### src/rtl/dec38_seq_if.sv
// Bus between dec38_seq and its driver: control/code in, one-hot decode and status out.
interface dec38_seq_if;
    logic       en;
    logic       load;
    logic       scan;
    logic [2:0] C;
    logic [0:7] D;
    logic [2:0] code_q;
    logic       valid;
    logic       wrap;

    modport master (output en, load, scan, C, input D, code_q, valid, wrap);
    modport slave  (input en, load, scan, C, output D, code_q, valid, wrap);
endinterface

### src/rtl/dec38_seq.sv
// Registered 3-to-8 one-hot decoder with a code hold register and a divided auto-scan
// that walks a single one across D[0]..D[7].
module dec38_seq #(
    parameter int unsigned SCAN_DIV = 1,
    parameter int unsigned DIV_W    = 8
) (
    input logic         clk,
    input logic         rst,
    dec38_seq_if.slave  bus
);

    localparam logic [1:0] ST_IDLE = 2'd0;
    localparam logic [1:0] ST_HOLD = 2'd1;
    localparam logic [1:0] ST_SCAN = 2'd2;

    localparam logic [DIV_W-1:0] DIV_LAST = DIV_W'(SCAN_DIV - 1);

    logic [1:0]       state_q, state_d;
    logic [2:0]       code_q,  code_d;
    logic [DIV_W-1:0] div_q,   div_d;
    logic [0:7]       d_q,     d_d;
    logic             wrap_q,  wrap_d;

    function automatic logic [0:7] onehot(input logic [2:0] k);
        logic [0:7] r;
        r    = '0;
        r[k] = 1'b1;
        return r;
    endfunction

    always_comb begin
        state_d = state_q;
        code_d  = code_q;
        div_d   = div_q;
        wrap_d  = 1'b0;
        if (!bus.en) begin
            state_d = ST_IDLE;
            div_d   = '0;
        end else if (bus.load) begin
            // A load wins over a scan advance landing in the same cycle.
            code_d  = bus.C;
            div_d   = '0;
            state_d = bus.scan ? ST_SCAN : ST_HOLD;
        end else begin
            case (state_q)
                ST_HOLD: begin
                    if (bus.scan) begin
                        state_d = ST_SCAN;
                        div_d   = '0;
                    end
                end
                ST_SCAN: begin
                    if (!bus.scan) begin
                        state_d = ST_HOLD;
                        div_d   = '0;
                    end else if (div_q == DIV_LAST) begin
                        code_d = code_q + 3'd1;
                        div_d  = '0;
                        wrap_d = (code_q == 3'd7);
                    end else begin
                        div_d = div_q + 1'b1;
                    end
                end
                default: state_d = ST_IDLE;
            endcase
        end
        // D is decoded from the next code so it lines up with code_q after the edge.
        d_d = (state_d != ST_IDLE) ? onehot(code_d) : 8'b0;
    end

    always_ff @(posedge clk) begin
        if (rst) begin
            state_q <= ST_IDLE;
            code_q  <= '0;
            div_q   <= '0;
            d_q     <= '0;
            wrap_q  <= 1'b0;
        end else begin
            state_q <= state_d;
            code_q  <= code_d;
            div_q   <= div_d;
            d_q     <= d_d;
            wrap_q  <= wrap_d;
        end
    end

    assign bus.D      = d_q;
    assign bus.code_q = code_q;
    assign bus.valid  = (state_q != ST_IDLE);
    assign bus.wrap   = wrap_q;

endmodule

### src/flat_wrapper.sv
// flat-port wrapper written by rule: the top's interface ports become plain ports
module dec38_seq_flat 
#(
    parameter int unsigned SCAN_DIV = 1,
    parameter int unsigned DIV_W    = 8
)
  (clk, rst, bus_en, bus_load, bus_scan, bus_C, bus_D, bus_code_q, bus_valid, bus_wrap);
  dec38_seq_if bus_i ();
  input logic clk;
  input logic rst;
  input wire logic [$bits(bus_i.en)-1:0] bus_en;
  input wire logic [$bits(bus_i.load)-1:0] bus_load;
  input wire logic [$bits(bus_i.scan)-1:0] bus_scan;
  input wire logic [$bits(bus_i.C)-1:0] bus_C;
  output wire logic [$bits(bus_i.D)-1:0] bus_D;
  output wire logic [$bits(bus_i.code_q)-1:0] bus_code_q;
  output wire logic [$bits(bus_i.valid)-1:0] bus_valid;
  output wire logic [$bits(bus_i.wrap)-1:0] bus_wrap;
  assign bus_i.en = bus_en;
  assign bus_i.load = bus_load;
  assign bus_i.scan = bus_scan;
  assign bus_i.C = bus_C;
  assign bus_D = bus_i.D;
  assign bus_code_q = bus_i.code_q;
  assign bus_valid = bus_i.valid;
  assign bus_wrap = bus_i.wrap;
  dec38_seq #(.SCAN_DIV(SCAN_DIV), .DIV_W(DIV_W)) u_core (.clk(clk), .rst(rst), .bus(bus_i));
endmodule
### config.mk
export PLATFORM = sky130hd
export DESIGN_NAME = dec38_seq_flat
export DESIGN_NICKNAME = d
export VERILOG_FILES = /design/src/rtl/dec38_seq_if.sv /design/src/rtl/dec38_seq.sv /design/src/flat_wrapper.sv
export SDC_FILE = /design/constraint.sdc
export NUM_CORES = 1
export LEC_CHECK = 0
export CAP_MARGIN = 20
export CORE_UTILIZATION = 45
export DETAILED_ROUTE_END_ITERATION = 8
export HOLD_SLACK_MARGIN = 0.06
export PLACE_DENSITY = 0.7
export SYNTH_ARGS = -nofsm -noshare
export SYNTH_HDL_FRONTEND = slang
export SYNTH_SLANG_ARGS = --single-unit
export TNS_END_PERCENT = 30
### constraint.sdc
create_clock -name clk -period 2.27 [get_ports clk]
set_input_delay 0.3405 -clock clk [delete_from_list [all_inputs] [get_ports clk]]
set_output_delay 0.3405 -clock clk [all_outputs]
set_load 0.02 [all_outputs]
Word-level counts from Yosys, hierarchy flattened. Cells that the tools add are included.

Add/sub/neg operators: 2. Order comparisons: 2. Equal/unequal tests: 4. Multiplexer cells: 17. Bitwise gates (word level): 6. Reduce and logical (&&, ||, !) cells: 9.

Operators by type and width (number): 2-to-1 mux 8 bit (3); case mux 8 bit (2 select lines) (1); 2-to-1 mux 3 bit (5); 2-to-1 mux 2 bit (5); adder 8 x 1 -> 8 bit, second input constant (1); zero test 8 bit (1); nonzero test 2 bit (3); OR reduction 6 bit (1); inverter 1 bit (5); >= comparator 4 bit, second input constant (1); less-than comparator 4 x 1 -> 1 bit, second input constant (1); inverter 3 -> 4 bit (1); case mux 2 bit (2 select lines) (1); adder 3 x 1 -> 3 bit, second input constant (1); demux 1 bit (select 3 bit) (1); == test 3 bit, second input constant (1); OR reduction 3 bit (1); == test 2 x 1 -> 1 bit, second input constant (1); == test 2 bit, second input constant (1); inequality test 2 bit, second input constant (1); AND reduction 2 bit (1); OR reduction 2 bit (1); logical AND 1 bit (1); 2-to-1 mux 1 bit (1).

Bits in registers: 22. Input port bits: 8. Word-level logic and storage cells: 45.

Depth between registers and ports, before layout.
Depth in word-level cells: 11. Mapped depth: 8. Depth with buffers taken out: 7.

Worst setup path after synthesis. No wires, ideal clock.

Path kind: flip-flop to flip-flop. From: register u_core.state_q[0]. To: register u_core.d_q (netlist bit u_core.bus.D[6]). Setup time: 0.123 ns. Data arrival time: 1.789 ns. Data required time: 2.147 ns. Setup slack: 0.358 ns. Cell stages (with the launch flop): 9. Buffers on the path: 1. Period minus slack after synthesis: 1.912 ns. Cell sequence: dfxtp_1 -> inv_1 -> ha_1 -> and2_4 -> and3_1 -> buf_6 -> a311oi_1 -> nand2b_1 -> nor2_1.

Word-level cells in the longest chain between the ends: 9.

RTL lines: from (decl) (line dec38_seq.sv:18) `logic [1:0] state_q, state_d;`; from (signal assigned) (line dec38_seq.sv:79) `state_q <= state_d;`; == test 2 bit (line dec38_seq.sv:45) `case (state_q)`; 2-to-1 mux 3 bit (line dec38_seq.sv:45); 2-to-1 mux 3 bit (line dec38_seq.sv:39) `end else if (bus.load) begin`; 2-to-1 mux 3 bit (line dec38_seq.sv:36) `if (!bus.en) begin`; inverter 3 -> 4 bit (implied by the code) (line dec38_seq.sv:27) `r[k] = 1'b1;`; >= comparator 4 bit (implied by the code) / less-than comparator 4 x 1 -> 1 bit (equally long branches) (line dec38_seq.sv:27); logical AND 1 bit (implied by the code) (line dec38_seq.sv:27); 2-to-1 mux 1 bit (implied by the code) (line dec38_seq.sv:27); demux 1 bit (select 3 bit) (line dec38_seq.sv:27); to (signal assigned) (line dec38_seq.sv:76) `d_q <= '0;`; to (signal assigned) (line dec38_seq.sv:82) `d_q <= d_d;`; to (decl) (line dec38_seq.sv:21) `logic [0:7] d_q, d_d;`.

Parallel ways exist; a longest one is shown, timed or not. A chain may end at the register's enable or synchronous reset.

Final worst setup path.
From: register u_core.state_q[0]. To: output bus_valid.

Word-level cells in the longest chain between the ends: 1.

RTL lines: nonzero test 2 bit (line dec38_seq.sv:89) `assign bus.valid = (state_q != ST_IDLE);`; to (decl) (line flat_wrapper.sv:17) `output wire logic [$bits(bus_i.valid)-1:0] bus_valid;`.

Every way passes these cells.

==> summary.md <==
| Metric | Value |
|---|---|
| Root Buffer | clkbuf_4 |
| DRT antenna net count | 0 |
| Crit Path Class | reg -> out |
| HP Start | u_core.div_q[1] |
| Drt pass-1 iters | 4 |
| Global-route usage over all layers | 0.197 |
| Syn Inst Count | 128 |
| Clock Sink Count | 22 |
| CTS tree | built |
| Number of global-route vias before repair | 880 |
| Asr flop ratio synth | 0 |
| Max VDD drop | 0.422 mV |
| Top-area cell type share of the netlist area | 0.389 |
| Least-Margin Pin Slew | 0.431 ns |
| Commonest cells in the netlist | 22 x dfxtp_1, 20 x nor2_1, 11 x nand2_1, 10 x inv_1, 8 x ha_1 |
| Peak fanout along the critical path | 4 |
| Arrival @ worst endpoint | 1.62 ns |
| Utilization after layout | 0.610 |
| Fin crit period | 1.96 ns |
| Post-synth top area cell | dfxtp_1 |
| First-pass GRT wire length | 3950 um |
| Clk Latency, worst-skew pair | 0.30 ns |
| Startpoint Class | register |
| H-tree depth | 1 |
| Most frequent cell after synthesis | dfxtp_1 |
| Vias | 955 |
| DRC | 0 |
| Inst Count DP | 177 |
| Highest routed layer | met4 |
| Die Height | 52.1 um |
| Nets | 170 |
| Die width | 52.1 um |
| CP Capture Point | bus_valid |
| Initial cell density of the core | 0.492 |
| Fillers | 202 |
| Post-synth EDFFs | 0 |
| Mapped Area | 0.00113 mm2 |
| Yosys Warn Count | 0 |
| Status | finished clean |
| Lkg Pwr | 0.566 nW |
| Peak Freq | 509 MHz |
| Drt first-iter violations | 10 |
| Power Dens Cells | 473 mW/mm2 |
| Layout cells sized above 1 | 0.112 |
| Reg2Reg Depth | 7 |
| Syn_area_per_cell | 8.84 um2 |
| Critical R2R Launch | u_core.state_q[0] |
| PnR Total Power | 0.000663 W |
| Synth Register Bits | 22 |
| Worst-path clk slew | 0.11 ns |
| Unrepaired setup endpoints after global routing | no |
| Slowest stage delay, CP | 0.59 ns |
| Via/cell ratio | 5.31 |
| Fin. Hold Viols | 0 |
| Dpl hpwl | 1820 um |
| Hold WC Path Type | reg -> reg |
| Crit path top cell by count | inv_1 |
| GP Congestion | 0.911 |
| Num CTS Buffers | 3 |
| CP Cell Sequence | inv_1, ha_1, inv_1, clkdlybuf4s50_1 |
| Worst Setup SP | u_core.state_q[0] |
| Period utilization | 0.865 |
| Total Neg Setup Slack | 0 ns |
| Antenna violations before repair | 0 |
| Top-level I/O count | 21 |
| Register area share after synthesis | 0.389 |
| FF-to-FF End | u_core.bus.D[6] |
| Die area | 0.00272 mm2 |
| Average wire per standard cell | 13.0 um |
| Most used flip-flop cell after synthesis | dfxtp_1 |
| Syn_nets | 144 |
| Largest net degree at the start of global routing | 12 |
| CP Data Required Time | 1.93 ns |
| Area contributors post-synth | dfxtp_1 39%, ha_1 8.8%, nor2_1 6.6% |
| Max Cap Viol | 0 |
| Count of different cell masters after synthesis | 38 |
| Drt total wl | 2330 um |
| R2R setup slack | 0.32 ns |
| Relative slew slack | 0.711 |
| Met3 WL | 118 um |
| Post-Layout Cell Count | 180 |
| Rows | 17 |
| Area delta synth->final | 23.9% |
| Count of port buffers added during placement | 20 |
| Core Area | 0.00230 mm2 |
| Slowest CP cell | clkdlybuf4s50_1 |
| Final setup violation count | 0 |
| CTS Buffer Depth | 2 |
| Clock skew | 0.00999 ns |
| Final slew viol count | 0 |
| CP Capture Type | output port |
| Congestion Overflow GR | 0 |
| WL met1 | 1130 um |
| Antenna cells | 0 |
| Routed wl met2 | 1070 um |
[final cells by class]
| cell class | instances | area [um2] | share of cell area |
|---|---|---|---|
| inverter | 10 | 37.5 | 0.0268 |
| timing repair buffer | 24 | 230 | 0.164 |
| tap | 28 | 35.0 | 0.0250 |
| sequential | 22 | 440 | 0.314 |
| clock buffer | 3 | 22.5 | 0.0161 |
| multi-input combinational | 93 | 636 | 0.454 |
[metal layers]
metal / track usage / vias up
met4: 0.0263 / 0
li1: - / 492
met3: 0.0585 / 2
met1: 0.255 / 442
met5: 0 / -
met2: 0.329 / 19
[placed cells by master, fill, tap and decap left out, drive strengths merged, types with 3 or more instances in the layout]
cell,n
inv,10
buf,4
a21oi,5
and3,5
clkdlybuf4s50,20
xor2,4
nor2,20
nand2,11
nand3,4
o21ai,5
dfxtp,22
nand2b,3
a311oi,4
clkbuf,3
ha,8
[worst min-delay path by stage]
stage          depth (start not counted)  slack, ns              endpoint
2_1_floorplan                          1       0.41  u_core.bus.code_q[0]
3_3_place_gp                           2       0.47       u_core.div_q[1]
3_5_place_dp                           2       0.48       u_core.div_q[1]
4_1_cts                                2       0.50       u_core.div_q[1]
5_1_grt                                2       0.54       u_core.div_q[1]
6_report                               2       0.49       u_core.div_q[1]
[registers in the layout, indices dropped and copies added, names as in the netlist]
signal and count:
u_core.bus.wrap 1, u_core.state_q 2, u_core.div_q 8, u_core.bus.D 8
u_core.bus.code_q 3
[cell families (layout without fill, tap and decap cells)]
family	after synthesis	count (layout)	synth area share
xor+xnor	5	5	0.0387
simple gates	52	52	0.238
buf+inv	13	37	0.0597
compound gates	26	26	0.167
fa+ha+maj	8	8	0.0885
mux	2	2	0.0188
flops	22	22	0.389
[through the flow]
step | hold WS, ns | cell area [um2] | setup slack (ns)
floorplan | 0.413 | 1130 | 0.358
global placement | 0.474 | 1370 | 0.168
detailed placement | 0.478 | 1370 | 0.160
CTS | 0.495 | 1390 | 0.207
global route | 0.537 | 1400 | 0.150
finish | 0.491 | 1400 | 0.305
[power by group]
part           internal (W)  switching (W)
sequential         0.000392     0.00000458
clock             0.0000618       0.000106
combinational     0.0000463      0.0000518
total              0.000500       0.000163
[critical path: cells and delay by family, from the launching register on]
kind / cells / cell delay [ns]
fa+ha+maj: 1 / 0.19
flops: 1 / 0.40
buf+inv: 3 / 0.72
[timing repair]
item | CTS | global route
hold buffers | 0 | 0
setup buffers | 0 | 0
setup endpoints to repair | 0 | 7
resized for setup | 0 | 2
(Power assumes the default switching activity.)
